`src/rtl/ahb_rr_arbiter.sv`:
```
// Round-robin AHB bus arbiter: one-hot grant, HMASTER/HMASTLOCK handover on HREADY,
// with re-arbitration held off during locked sequences and SEQ/BUSY bursts.
module ahb_rr_arbiter #(
  parameter int NUM_MASTERS    = 4,
  parameter int MW             = $clog2(NUM_MASTERS),
  parameter int DEFAULT_MASTER = 0
) (
  input  logic                   HCLK,
  input  logic                   HRESETn,
  input  logic [NUM_MASTERS-1:0] HBUSREQ,
  input  logic [NUM_MASTERS-1:0] HLOCK,
  input  logic [1:0]             HTRANS,
  input  logic                   HREADY,
  output logic [NUM_MASTERS-1:0] HGRANT,
  output logic [MW-1:0]          HMASTER,
  output logic                   HMASTLOCK
);

  localparam logic [1:0]             TR_BUSY  = 2'd1;
  localparam logic [1:0]             TR_SEQ   = 2'd3;
  localparam logic [NUM_MASTERS-1:0] PARK_GNT = NUM_MASTERS'(1) << DEFAULT_MASTER;
  localparam logic [MW-1:0]          PARK_IDX = MW'(DEFAULT_MASTER);

  typedef enum logic [1:0] {
    ST_PARK   = 2'd0,
    ST_GRANT  = 2'd1,
    ST_LOCKED = 2'd2
  } state_e;

  state_e                   state_q, state_d;
  logic [NUM_MASTERS-1:0]   grant_q, grant_d;
  logic [MW-1:0]            master_q, master_d;
  logic                     mastlock_q, mastlock_d;

  logic [MW-1:0]            gnt_idx;
  logic [MW-1:0]            winner;
  logic [MW-1:0]            cand_idx;
  logic                     found;
  logic                     hold;
  logic                     arb_en;
  logic                     any_req;
  int                       cand;

  always_comb begin
    gnt_idx = '0;
    for (int i = 0; i < NUM_MASTERS; i++) begin
      if (grant_q[i]) gnt_idx = MW'(i);
    end
  end

  assign any_req = |HBUSREQ;
  assign hold    = mastlock_q | (HLOCK[gnt_idx] & HBUSREQ[gnt_idx]) |
                   (HTRANS == TR_SEQ) | (HTRANS == TR_BUSY);
  assign arb_en  = HREADY & ~hold;

  // Scan starts just after the current owner and visits the owner last,
  // so the owner only keeps the bus when nobody else is asking.
  always_comb begin
    winner   = PARK_IDX;
    found    = 1'b0;
    cand     = 0;
    cand_idx = '0;
    for (int k = 1; k <= NUM_MASTERS; k++) begin
      cand = int'(gnt_idx) + k;
      if (cand >= NUM_MASTERS) cand = cand - NUM_MASTERS;
      cand_idx = MW'(cand);
      if (!found && HBUSREQ[cand_idx]) begin
        winner = cand_idx;
        found  = 1'b1;
      end
    end
  end

  always_comb begin
    grant_d    = grant_q;
    master_d   = master_q;
    mastlock_d = mastlock_q;
    if (arb_en) grant_d = NUM_MASTERS'(1) << winner;
    // Address phase moves to the granted master only when the bus is ready.
    if (HREADY) begin
      master_d   = gnt_idx;
      mastlock_d = HLOCK[gnt_idx] & grant_q[gnt_idx];
    end
  end

  always_comb begin
    state_d = state_q;
    case (state_q)
      ST_PARK: begin
        if (mastlock_d)              state_d = ST_LOCKED;
        else if (arb_en && any_req)  state_d = ST_GRANT;
      end
      ST_GRANT: begin
        if (mastlock_d)              state_d = ST_LOCKED;
        else if (arb_en && !any_req) state_d = ST_PARK;
      end
      ST_LOCKED: begin
        if (!mastlock_d)             state_d = ST_GRANT;
      end
      default:                       state_d = ST_PARK;
    endcase
  end

  always_ff @(posedge HCLK) begin
    if (!HRESETn) begin
      state_q    <= ST_PARK;
      grant_q    <= PARK_GNT;
      master_q   <= PARK_IDX;
      mastlock_q <= 1'b0;
    end else begin
      state_q    <= state_d;
      grant_q    <= grant_d;
      master_q   <= master_d;
      mastlock_q <= mastlock_d;
    end
  end

  assign HGRANT    = grant_q;
  assign HMASTER   = master_q;
  assign HMASTLOCK = mastlock_q;

endmodule

```
`config.mk`:
```
export PLATFORM = sky130hd
export DESIGN_NAME = ahb_rr_arbiter
export DESIGN_NICKNAME = d
export VERILOG_FILES = /design/src/rtl/ahb_rr_arbiter.sv
export SDC_FILE = /design/constraint.sdc
export NUM_CORES = 1
export LEC_CHECK = 0
export ABC_AREA = 0
export BUFFER_PORTS_ARGS = -buffer_cell sky130_fd_sc_hd__buf_2
export CAP_MARGIN = 0
export CORE_MARGIN = 3
export CORE_UTILIZATION = 25
export DETAILED_ROUTE_END_ITERATION = 16
export GPL_TIMING_DRIVEN = 1
export MAX_ROUTING_LAYER = met4
export PLACE_DENSITY = 0.47
export SLEW_MARGIN = 20
export SYNTH_ARGS = -nofsm -noshare
export SYNTH_HDL_FRONTEND = slang
export SYNTH_SLANG_ARGS = --single-unit
export TNS_END_PERCENT = 10
```
`constraint.sdc`:
```
create_clock -name HCLK -period 2.3 [get_ports HCLK]
set_input_delay 0.115 -clock HCLK [delete_from_list [all_inputs] [get_ports HCLK]]
set_output_delay 0.115 -clock HCLK [all_outputs]
set_load 0.02 [all_outputs]
```
### Word-level counts from Yosys, hierarchy flattened

Cells that the tools add are included.

| storage, ports and cells | value |
|---|---|
| input bits | 13 |
| word-level logic and storage cells | 64 |
| output and inout bits | 7 |
| RAM bits | 0 |
| memories | 0 |
| register bits | 7 |
| memory bits (read-only) | 0 |
| latch bits | 0 |

| cells by class | value |
|---|---|
| add/subtract/negate cells | 8 |
| eq/ne operators | 2 |
| div/mod/pow operators | 0 |
| mux-type cells | 28 |
| bitwise logic cells | 7 |
| magnitude comparators | 9 |
| reductions and logical operators | 6 |
| multiply operators | 0 |
| shift-type cells | 1 |

Operators with widths:

| operator | number |
|---|---|
| 2-bit two-way mux | 10 |
| 2-bit by 3-bit less-than comparator with 1-bit output, second input constant | 5 |
| 1-bit binary-select mux with 2-bit select | 7 |
| 1-bit two-way mux | 11 |
| 3-bit greater-or-equal comparator, second input constant | 3 |
| 2-bit by 1-bit subtractor with 2-bit output, second input constant | 4 |
| 2-bit by 2-bit adder with 3-bit output, second input constant | 2 |
| 2-bit by 3-bit adder with 4-bit output, second input constant | 1 |
| 4-bit by 3-bit greater-or-equal comparator with 1-bit output, second input constant | 1 |
| 1-bit by 2-bit left shift with 4-bit output, first input constant | 1 |
| 2-bit by 1-bit adder with 3-bit output, second input constant | 1 |
| 1-bit bitwise AND | 3 |
| 1-bit logical AND | 3 |
| 1-bit zero test | 3 |
| 1-bit bitwise OR | 3 |
| 2-bit by 1-bit equality test with 1-bit output, second input constant | 1 |
| 2-bit equality test, second input constant | 1 |
| 1-bit inverter | 1 |

### Depth between registers and ports, before layout

Gate-level depths: netlist of run 1.

| logic depth | value |
|---|---|
| depth after elaboration | 19 |
| mapped depth | 6 |
| mapped depth without buffers | 5 |

### Worst setup path before layout of run 1

OpenSTA, ideal clock, no wires.

| timing | value |
|---|---|
| path type | register -> register |
| start point | register grant_q[1], in the netlist HGRANT[1] |
| end point | register grant_q[1], in the netlist HGRANT[1] |
| library setup time | 117 ps |
| arrival | 1674 ps |
| cell stages (with the launch flop) | 7 |
| setup slack | 508 ps |
| data required time | 2183 ps |
| cells stage by stage | dfxtp_1 buf_6 mux2_4 o221ai_2 a311oi_2 or2_4 a32o_2 |

| between the ends | value |
|---|---|
| longest elaborated chain between the ends | 19 |
| elaborated cells on any way between the ends | 51 |
| those cells by class | add/sub (8); order compare (4); shift (1); mux (26); bitwise (6); reduce/logical (6) |

RTL lines:

| item | RTL line | source |
|---|---|---|
| start: declaration | 31 | `logic [NUM_MASTERS-1:0] grant_q, grant_d;` |
| start signal: assignment | 112 | `grant_q <= grant_d;` |
| 1-bit two-way mux * | 47 | `if (grant_q[i]) gnt_idx = MW'(i);` |
| 2-bit two-way mux * (2 in a row) | 47 |  |
| 2-bit by 1-bit adder with 3-bit output | 64 | `cand = int'(gnt_idx) + k;` |
| 3-bit greater-or-equal comparator / 2-bit by 1-bit subtractor with 2-bit output (equally long branches) | 65 | `if (cand >= NUM_MASTERS) cand = cand - NUM_MASTERS;` |
| 2-bit two-way mux | 65 |  |
| 1-bit binary-select mux with 2-bit select | 67 | `if (!found && HBUSREQ[cand_idx]) begin` |
| 1-bit two-way mux (implied by the code) | 67 |  |
| 1-bit two-way mux | 67 |  |
| [... 2 more ...] | - |  |
| 1-bit two-way mux | 67 |  |
| 1-bit zero test | 67 |  |
| 1-bit logical AND | 67 |  |
| 1-bit two-way mux | 67 |  |
| 1-bit zero test | 67 |  |
| 1-bit logical AND | 67 |  |
| 2-bit two-way mux | 67 |  |
| 1-bit by 2-bit left shift with 4-bit output | 78 | `if (arb_en) grant_d = NUM_MASTERS'(1) << winner;` |

Mark *: on every way between the ends. The rest lies on a longest branch, timed or not. The select of a mux whose other input is x is not followed.
A chain may end at the register's enable or synchronous reset.

### Final worst setup path of run 1

| timing | value |
|---|---|
| start point | register grant_q[1], in the netlist HGRANT[1] |
| end point | register grant_q[3], in the netlist HGRANT[3] |

The elaborated chain is that of the path after synthesis.

==> results of run 1 <==
metal layers:
layer	vias to the layer above	global-route usage (%)	part of all wire, %
met2	14	14.3	40
met5	-	-	0
met1	235	14.7	53
met4	0	4.98	1.0
li1	276	-	-
met3	4	1.66	5.1
worst max-delay path, stage by stage (launching register included):
cell	delay (ns)
dfxtp_1	0.57
mux2_4	0.34
o221ai_2	0.20
a311oi_2	0.09
or2_4	0.29
a32o_2	0.26
through the flow:
step / utilization, % / hold slack [ns] / instances
after floorplan: - / 0.253 / 61
after global placement: 33.0 / 0.385 / 103
after detailed placement: 33.0 / 0.386 / 103
after CTS: 34.3 / 0.127 / 107
after global routing: 34.3 / 0.127 / 107
final: 34.3 / 0.129 / 107
flip-flops by register name, summed over array words and instances (netlist names):
register	count
HMASTER	2
HMASTLOCK	1
HGRANT	4
cell usage in the layout (no fill, tap or decap), types with 2 or more instances in the layout:
master,synthesis,final
a32o_2,2,2
nand2_1,6,6
mux2i_1,2,2
clkbuf_4,0,3
or2_1,2,2
nor2b_1,3,3
o211a_1,2,2
o311ai_2,2,2
dfxtp_1,7,7
nor2_1,4,4
buf_2,1,18
nand2b_1,2,2
o21a_1,2,2
a21oi_1,2,2
nor3b_1,3,3
how the worst max path moves through the flow:
stage                endpoint  slack, ns  cells past startpoint
CTS                 HGRANT[0]       0.43                      4
finish              HGRANT[3]       0.44                      5
floorplan           HGRANT[1]       0.51                      6
global route        HGRANT[3]       0.31                      5
global placement    HGRANT[0]       0.43                      4
detailed placement  HGRANT[0]       0.44                      4
layout make-up:
| class | instances | area (um^2) |
|---|---|---|
| fill | 223 | 1360 |
| multi-input combinational | 49 | 405 |
| sequential | 7 | 140 |
| clock buffer | 4 | 26.3 |
| timing repair buffer | 19 | 97.6 |
| tap | 27 | 33.8 |
| inverter | 1 | 3.75 |
Yosys cell counts:
| master | instances | area share, % |
|---|---|---|
| a2111oi_2 | 1 | 2.6 |
| a211oi_1 | 1 | 1.3 |
| a21oi_1 | 2 | 1.7 |
| a2bb2oi_1 | 1 | 1.5 |
| a311oi_2 | 1 | 2.6 |
| a32o_1 | 1 | 1.7 |
| a32o_2 | 2 | 3.9 |
| and4bb_1 | 1 | 2.2 |
| buf_1 | 1 | 0.65 |
| buf_2 | 1 | 0.87 |
| buf_4 | 1 | 1.3 |
| buf_6 | 1 | 2.0 |
| dfxtp_1 | 7 | 24 |
| inv_1 | 1 | 0.65 |
| mux2_2 | 1 | 2.0 |
| mux2_4 | 1 | 2.6 |
| mux2i_1 | 2 | 3.5 |
| nand2_1 | 6 | 3.9 |
| nand2b_1 | 2 | 2.2 |
| nor2_1 | 4 | 2.6 |
| nor2b_1 | 3 | 3.3 |
| nor2b_4 | 1 | 2.4 |
| nor3_1 | 1 | 0.87 |
| nor3b_1 | 3 | 3.9 |
| nor4b_1 | 1 | 1.5 |
| nor4bb_1 | 1 | 1.7 |
| o211a_1 | 2 | 3.5 |
| o21a_1 | 2 | 2.6 |
| o21ai_0 | 1 | 0.87 |
| o221a_2 | 1 | 2.0 |
| o221ai_2 | 1 | 2.6 |
| o311ai_2 | 2 | 5.6 |
| o32ai_1 | 1 | 1.5 |
| or2_1 | 2 | 2.2 |
| or2_4 | 1 | 1.5 |
kinds of logic (layout without fill, tap and decap cells):
logic type             count (synthesis)  count (layout)
buffers and inverters                  5              24
and+or+nand+nor                       26              26
DFF                                    7               7
AOI/OAI and AO/OA                     19              19
muxes                                  4               4
power breakdown:
group,internal (mW),switching [mW],leakage [nW]
Sequential,0.130,0.0116,0.0573
Combinational,0.0592,0.0628,0.249
Clock,0.0662,0.0453,0.0150
==> flow_metrics.env, run 1 <==
export IMPL_finish_net_count=94
export IMPL_r2r_end="HGRANT[3]"
export IMPL_first_pass_iters=4
export IMPL_viasPerCell=4.94
export IMPL_htreeDepth=1
export IMPL_cp_max_fo=10
export IMPL_maxCapViolations=0
export IMPL_clk_pin_slew_ns=0.05
export IMPL_p_total_uw=375
export IMPL_worst_ep_required_time_ns=2.44
export IMPL_cts_buffers=3
export IMPL_hp_class="input pin to flop"
export IMPL_grt_pass1_vias=501
export IMPL_place_ws_ns=0.442
export IMPL_endpoint_kind="flop"
export IMPL_place_congestion=0.673
export IMPL_ios=20
export IMPL_critPathKind="flop to flop"
export IMPL_numPortBuffers=18
export IMPL_place_hpwl_um=1020
export IMPL_hold_path_startpoint="HRESETn"
export IMPL_timing_rr_start="HGRANT[1]"
export IMPL_synth_warnings=0
export IMPL_drt_total_wl_um=1350
export IMPL_start_util_pct=28.0
export IMPL_synth_compound_area_share_pct=34.1
export IMPL_rows=16
export IMPL_ys_seq_area_share_pct=24.3
export IMPL_core_region_area_um2=2060
export IMPL_worst_pin_slew_ns=0.444
export IMPL_post_cts_buffers=0
export IMPL_synthCells=61
export IMPL_synth_simple_gate_area_share_pct=28.2
export IMPL_synth_nets=74
export IMPL_arrival_ns=2.00
export IMPL_status="complete, no violations"
export IMPL_leakagePower_nw=0.321
export IMPL_synth_xor_area_share_pct=0
export IMPL_cts_resized=0
export IMPL_skew_ns=0.00440
export IMPL_placedInstanceArea_um2=681
export IMPL_hold_depth=2
export IMPL_postRouteAntennaNets=0
export IMPL_area_growth_pct=22.6
export IMPL_rsz0062_at_grt="no"
export IMPL_antenna_cells=0
export IMPL_r2r_slack_ns=0.44
export IMPL_hold_violations=0
export IMPL_ir_drop_mv=0.295
export IMPL_clock_path_buffers=2
export IMPL_synth_top_family_by_area="compound AO/OA/AOI/OAI gates"
export IMPL_slew_headroom_pct=70.4
export IMPL_synthAdderAreaFrac_pct=0
export IMPL_cts_tree="yes"
export IMPL_grtUsageTotal_pct=10.5
export IMPL_die_h_um=54.0
export IMPL_vias=529
export IMPL_start_kind="flop"
export IMPL_grt_max_degree=13
export IMPL_drive_above_1_share_pct=42.5
export IMPL_grt_first_pass_wirelength_um=2240
export IMPL_wl_per_cell_um=12.6
export IMPL_die_x_um=54.0
export IMPL_antenna_found_initial=0
export IMPL_syn_avg_cell_area_um2=9.46
export IMPL_r2r_cells=5
export IMPL_period_minus_slack_ns=1.86
export IMPL_fmax_mhz=538
export IMPL_cts_root_buf="clkbuf_4"
export IMPL_hold_buffers=0
export IMPL_die_area_um2=2920
export IMPL_synthDistinctLibCells=35
export IMPL_clock_latency_ns=0.25
export IMPL_drtIter0Drc=6
export IMPL_setup_tns_ns=0
export IMPL_holdPathEnd="HGRANT[0]"
export IMPL_globalRoute_totalOverflow=0
export IMPL_crit_start="HGRANT[1]"
export IMPL_synth_area_um2=577
export IMPL_yosys_mux_area_fraction_pct=8.03
export IMPL_finalCritPeriodShare_pct=80.9
export IMPL_setup_viol_count_final=0
export IMPL_fin_area_um2=707
export IMPL_drcViolationCount=0
export IMPL_power_per_cell_area_nw_per_um2=530
export IMPL_cts_sinks=7
export IMPL_maxSlewViolCount=0
export IMPL_synth_seq_cells=7
export IMPL_fin_ws_ns=0.440
Note: power is estimated with default switching activity, not from simulation.
==> run 2, diff against run 1 <==
==> constraint.sdc (replaced) <==
create_clock -name HCLK -period 1.8 [get_ports HCLK]
set_input_delay 0.09 -clock HCLK [delete_from_list [all_inputs] [get_ports HCLK]]
set_output_delay 0.09 -clock HCLK [all_outputs]
set_load 0.02 [all_outputs]
==> run 2 against run 1 <==
Sequential share of layout area fell by 2.4 points; clock power grew 29%; register-to-register slack worse by 0.37 ns; critical path depth up 1; global-route usage rose by 1.5 points; combinational power rose by 68%; via count is 5.7% higher; die area is the same; non-clock buffer count is 8 higher; worst hold slack worse by 0.025 ns.
==> flow_metrics.env, run 2 (same netlist as run 1, synthesis figures left out) <==
export IMPL_place_congestion=0.724
export IMPL_timing_rr_start="HGRANT[1]"
export IMPL_setup_tns_ns=0
export IMPL_grt_first_pass_wirelength_um=2500
export IMPL_slew_headroom_pct=78.9
export IMPL_p_sw_uw=169
export IMPL_setup_viol_count_final=0
export IMPL_final_cells=115
export IMPL_largest_reg_flops=4
export IMPL_htreeDepth=1
export IMPL_hp_class="input pin to flop"
export IMPL_leakagePower_nw=0.376
export IMPL_internal_power_uw=355
export IMPL_numPortBuffers=18
export IMPL_vias=559
export IMPL_drtIter0Drc=7
export IMPL_finalCritPeriodShare_pct=96.3
export IMPL_gr_usage_met1_pct=15.2
export IMPL_drive_above_1_share_pct=53.4
export IMPL_arrival_ns=1.87
export IMPL_power_per_cell_area_nw_per_um2=628
export IMPL_switching_share_pct=32.3
export IMPL_placedInstanceArea_um2=753
export IMPL_rows=16
export IMPL_grtUsageMet3_pct=2.49
export IMPL_dp_cells=111
export IMPL_globalRoute_totalOverflow=0
export IMPL_viasPerCell=4.86
export IMPL_fin_ws_ns=0.0667
export IMPL_wl_per_cell_um=12.7
export IMPL_rsz0062_at_grt="no"
export IMPL_worst_ep_required_time_ns=1.94
export IMPL_start_util_pct=28.0
export IMPL_status="complete, no violations"
export IMPL_place_hpwl_um=1100
export IMPL_crit_start="HGRANT[1]"
export IMPL_place_ws_ns=-0.0358
export IMPL_fin_area_um2=833
export IMPL_p_total_uw=524
export IMPL_seqPwrFrac_pct=33.6
export IMPL_p_comb_share_pct=39.1
export IMPL_clk_pin_slew_ns=0.05
export IMPL_skew_ns=0.00314
export IMPL_final_util_pct=40.4
export IMPL_drcViolationCount=0
export IMPL_clock_latency_ns=0.25
export IMPL_period_minus_slack_ns=1.73
export IMPL_ios=20
export IMPL_maxCapViolations=0
export IMPL_cp_max_fo=10
export IMPL_grt_max_degree=13
export IMPL_critPathKind="flop to flop"
export IMPL_area_growth_pct=44.5
export IMPL_start_kind="flop"
export IMPL_ir_drop_mv=0.379
export IMPL_busiest_layer="met2"
export IMPL_hold_ws_ns=0.104
export IMPL_grt_util_met2_pct=18.3
export IMPL_endpoint_kind="flop"
export IMPL_antenna_found_initial=0
export IMPL_final_cell_mix="buf_2 (18), buf_4 (8), nand2_1 (6)"
export IMPL_core_region_area_um2=2060
export IMPL_drt_total_wl_um=1460
export IMPL_power_share_clock_pct=27.2
export IMPL_grt_pass1_vias=571
export IMPL_cts_tree="yes"
export IMPL_die_area_um2=2920
export IMPL_clock_path_buffers=2
export IMPL_grtUsageTotal_pct=12.0
export IMPL_r2r_cells=6
export IMPL_die_h_um=54.0
export IMPL_hold_path_startpoint="HRESETn"
export IMPL_cts_root_buf="clkbuf_4"
export IMPL_cts_buffers=3
export IMPL_finish_net_count=102
export IMPL_worst_pin_slew_ns=0.316
export IMPL_antenna_cells=0
export IMPL_fmax_mhz=577
export IMPL_cts_sinks=7
export IMPL_die_x_um=54.0
export IMPL_hold_depth=2
export IMPL_first_pass_iters=4
export IMPL_maxSlewViolCount=0
export IMPL_final_common_cell="buf_2"
export IMPL_postRouteAntennaNets=0
export IMPL_hold_violations=0
export IMPL_hold_buffers=0
[run 2: layout make-up]
type	instances	area (um^2)
inverter	1	3.75
clock buffer	4	26.3
sequential	7	145
tap	27	33.8
timing repair buffer	27	170
fill	221	1230
multi-input combinational	49	454
[run 2: critical path, cell delays in order, from the launching register on]
cell      delay, ns
dfxtp_1        0.35
buf_12         0.14
mux2_4         0.31
o221ai_4       0.21
a311oi_4       0.07
or2_4          0.29
a32o_2         0.26
[run 2: layer usage]
layer  vias to the layer above  routed length, um
li1                        293                  -
met2                        12                670
met3                         2                 69
met4                         0                 12
met1                       252                712
met5                         -                  0
[run 2: timing repair]
action                                  in CTS  in global routing
buffers inserted                             0                  0
pin swaps                                    1                  1
resized for setup                            1                  8
endpoints found under the setup margin       4                  4
[run 2: power by group through the flow]
| stage | combinational (mW) | sequential (mW) | clock, mW |
|---|---|---|---|
| 3_3_place_gp | 0.185 | 0.179 | 0 |
| 4_1_cts | 0.187 | 0.176 | 0.151 |
| 3_5_place_dp | 0.186 | 0.179 | 0 |
| 2_1_floorplan | 0.110 | 0.188 | 0 |
| 6_report | 0.205 | 0.176 | 0.143 |
| 5_1_grt | 0.220 | 0.178 | 0.167 |
[run 2: final timing paths]
kind                                   end  slack [ns]
worst min register to register  HMASTER[1]        0.48
worst min-delay path             HGRANT[0]        0.10
worst max register to register   HGRANT[3]        0.07
worst max-delay path             HGRANT[3]        0.07
==> run 3, diff against run 2 <==
--- a/config.mk
+++ b/config.mk
@@ -6,14 +6,14 @@
 export NUM_CORES = 1
 export LEC_CHECK = 0
 export ABC_AREA = 0
-export BUFFER_PORTS_ARGS = -buffer_cell sky130_fd_sc_hd__buf_2
 export CAP_MARGIN = 0
 export CORE_MARGIN = 3
 export CORE_UTILIZATION = 25
 export DETAILED_ROUTE_END_ITERATION = 16
+export DONT_BUFFER_PORTS = 1
 export GPL_TIMING_DRIVEN = 1
 export MAX_ROUTING_LAYER = met4
-export PLACE_DENSITY = 0.47
+export PLACE_DENSITY = 0.39
 export SLEW_MARGIN = 20
 export SYNTH_ARGS = -nofsm -noshare
 export SYNTH_HDL_FRONTEND = slang
==> constraint.sdc (replaced) <==
create_clock -name HCLK -period 1.8 [get_ports HCLK]
set_input_delay 0.27 -clock HCLK [delete_from_list [all_inputs] [get_ports HCLK]]
set_output_delay 0.27 -clock HCLK [all_outputs]
set_load 0.02 [all_outputs]
==> run 3 against run 2 <==
Sequential share of layout area rose by 2.5 points; maximum frequency rose by 1.5%; routed wire length fell by 3.3%; global-route usage fell by 0.17 points; die area did not move; critical endpoint is now HGRANT[1]; largest power group is now registers.
==> flow_metrics.env, run 3 (same netlist as run 1, synthesis figures left out) <==
export IMPL_fmax_mhz=586
export IMPL_final_cells=102
export IMPL_cts_buffers=3
export IMPL_critPathKind="flop to flop"
export IMPL_final_cell_mix="buf_4 (14), nand2_1 (6), dfxtp_1 (4)"
export IMPL_clk_pin_slew_ns=0.05
export IMPL_viasPerCell=5.10
export IMPL_die_h_um=54.0
export IMPL_die_area_um2=2920
export IMPL_place_ws_ns=-0.0716
export IMPL_cts_tree="yes"
export IMPL_hp_class="input pin to flop"
export IMPL_start_util_pct=28.0
export IMPL_setup_tns_ns=0
export IMPL_grt_first_pass_wirelength_um=2470
export IMPL_cts_sinks=7
export IMPL_worst_ep_required_time_ns=1.94
export IMPL_leakagePower_nw=0.313
export IMPL_final_util_pct=35.6
export IMPL_rsz0062_at_grt="no"
export IMPL_maxSlewViolCount=0
export IMPL_antenna_found_initial=0
export IMPL_finalCritPeriodShare_pct=94.8
export IMPL_drive_above_1_share_pct=44.0
export IMPL_worst_pin_slew_ns=0.412
export IMPL_placedInstanceArea_um2=688
export IMPL_clock_path_buffers=2
export IMPL_finish_net_count=89
export IMPL_ios=20
export IMPL_wl_per_cell_um=13.9
export IMPL_setup_viol_count_final=0
export IMPL_antenna_cells=0
export IMPL_htreeDepth=1
export IMPL_dp_cells=98
export IMPL_skew_ns=0.00289
export IMPL_numPortBuffers=0
export IMPL_postRouteAntennaNets=0
export IMPL_hold_buffers=0
export IMPL_cp_max_fo=7
export IMPL_clock_latency_ns=0.25
export IMPL_arrival_ns=1.85
export IMPL_rows=16
export IMPL_slew_headroom_pct=72.5
export IMPL_r2r_cells=5
export IMPL_hold_ws_ns=0.0921
export IMPL_maxCapViolations=0
export IMPL_period_minus_slack_ns=1.71
export IMPL_endpoint_kind="flop"
export IMPL_grt_pass1_vias=516
export IMPL_grtUsageTotal_pct=11.8
export IMPL_cts_root_buf="clkbuf_4"
export IMPL_core_region_area_um2=2060
export IMPL_drcViolationCount=0
export IMPL_status="complete, no violations"
export IMPL_largest_reg_flops=4
export IMPL_fin_area_um2=734
export IMPL_drtIter0Drc=5
export IMPL_power_per_cell_area_nw_per_um2=664
export IMPL_place_hpwl_um=1120
export IMPL_start_kind="flop"
export IMPL_hold_depth=1
export IMPL_area_growth_pct=27.3
export IMPL_drt_total_wl_um=1420
export IMPL_vias=520
export IMPL_hold_violations=0
export IMPL_final_common_cell="buf_4"
export IMPL_globalRoute_totalOverflow=0
export IMPL_p_total_uw=488
export IMPL_grt_max_degree=13
export IMPL_fin_ws_ns=0.0930
export IMPL_die_x_um=54.0
export IMPL_place_congestion=0.727
export IMPL_nFillCells=223
export IMPL_post_cts_buffers=0
export IMPL_first_pass_iters=4
export IMPL_ir_drop_mv=0.363
## run 3: cell types whose count changed in the layout (fill, tap and decap cells not counted), sizes merged
cell  change
buf      -13
## run 3: area by class of cell
| class | instances | area (um^2) | share of cell area, % |
|---|---|---|---|
| multi-input combinational | 49 | 419 | 57.1 |
| sequential | 7 | 146 | 19.9 |
| timing repair buffer | 14 | 105 | 14.3 |
| tap | 27 | 33.8 | 4.60 |
| clock buffer | 4 | 26.3 | 3.58 |
| inverter | 1 | 3.75 | 0.511 |
## run 3: power by group
group	internal (mW)	switching (mW)
Clock	0.0846	0.0578
Combinational	0.0884	0.0690
Sequential	0.165	0.0224
Total	0.338	0.149
## run 3: final timing paths
path | endpoint | slack [ns] | from
worst max-delay path | HGRANT[1] | 0.09 | HGRANT[1]
worst min-delay path | HGRANT[0] | 0.09 | HRESETn
worst min register to register | HGRANT[3] | 0.61 | HGRANT[3]
worst max register to register | HGRANT[1] | 0.09 | HGRANT[1]
## run 3: per-layer routing
layer,track usage [%],routed length (um),vias up
met4,3.73,12,0
met3,4.43,117,2
met2,16.7,636,13
met1,15.4,648,239
met5,-,0,-
li1,-,-,266
## run 3: repair_timing
| action | 4_1_cts | 5_1_grt |
|---|---|---|
| hold endpoints to repair | 0 | 0 |
| endpoints found under the setup margin | 4 | 4 |
| gates cloned | 0 | 0 |
| pin swaps | 1 | 0 |
| resized for setup | 1 | 5 |
## run 3: critical path, stage by stage (launching register included)
cell	delay (ns)
dfxtp_2	0.36
nor2b_4	0.14
a2111oi_2	0.45
a311oi_4	0.10
or2_4	0.29
a32o_2	0.26
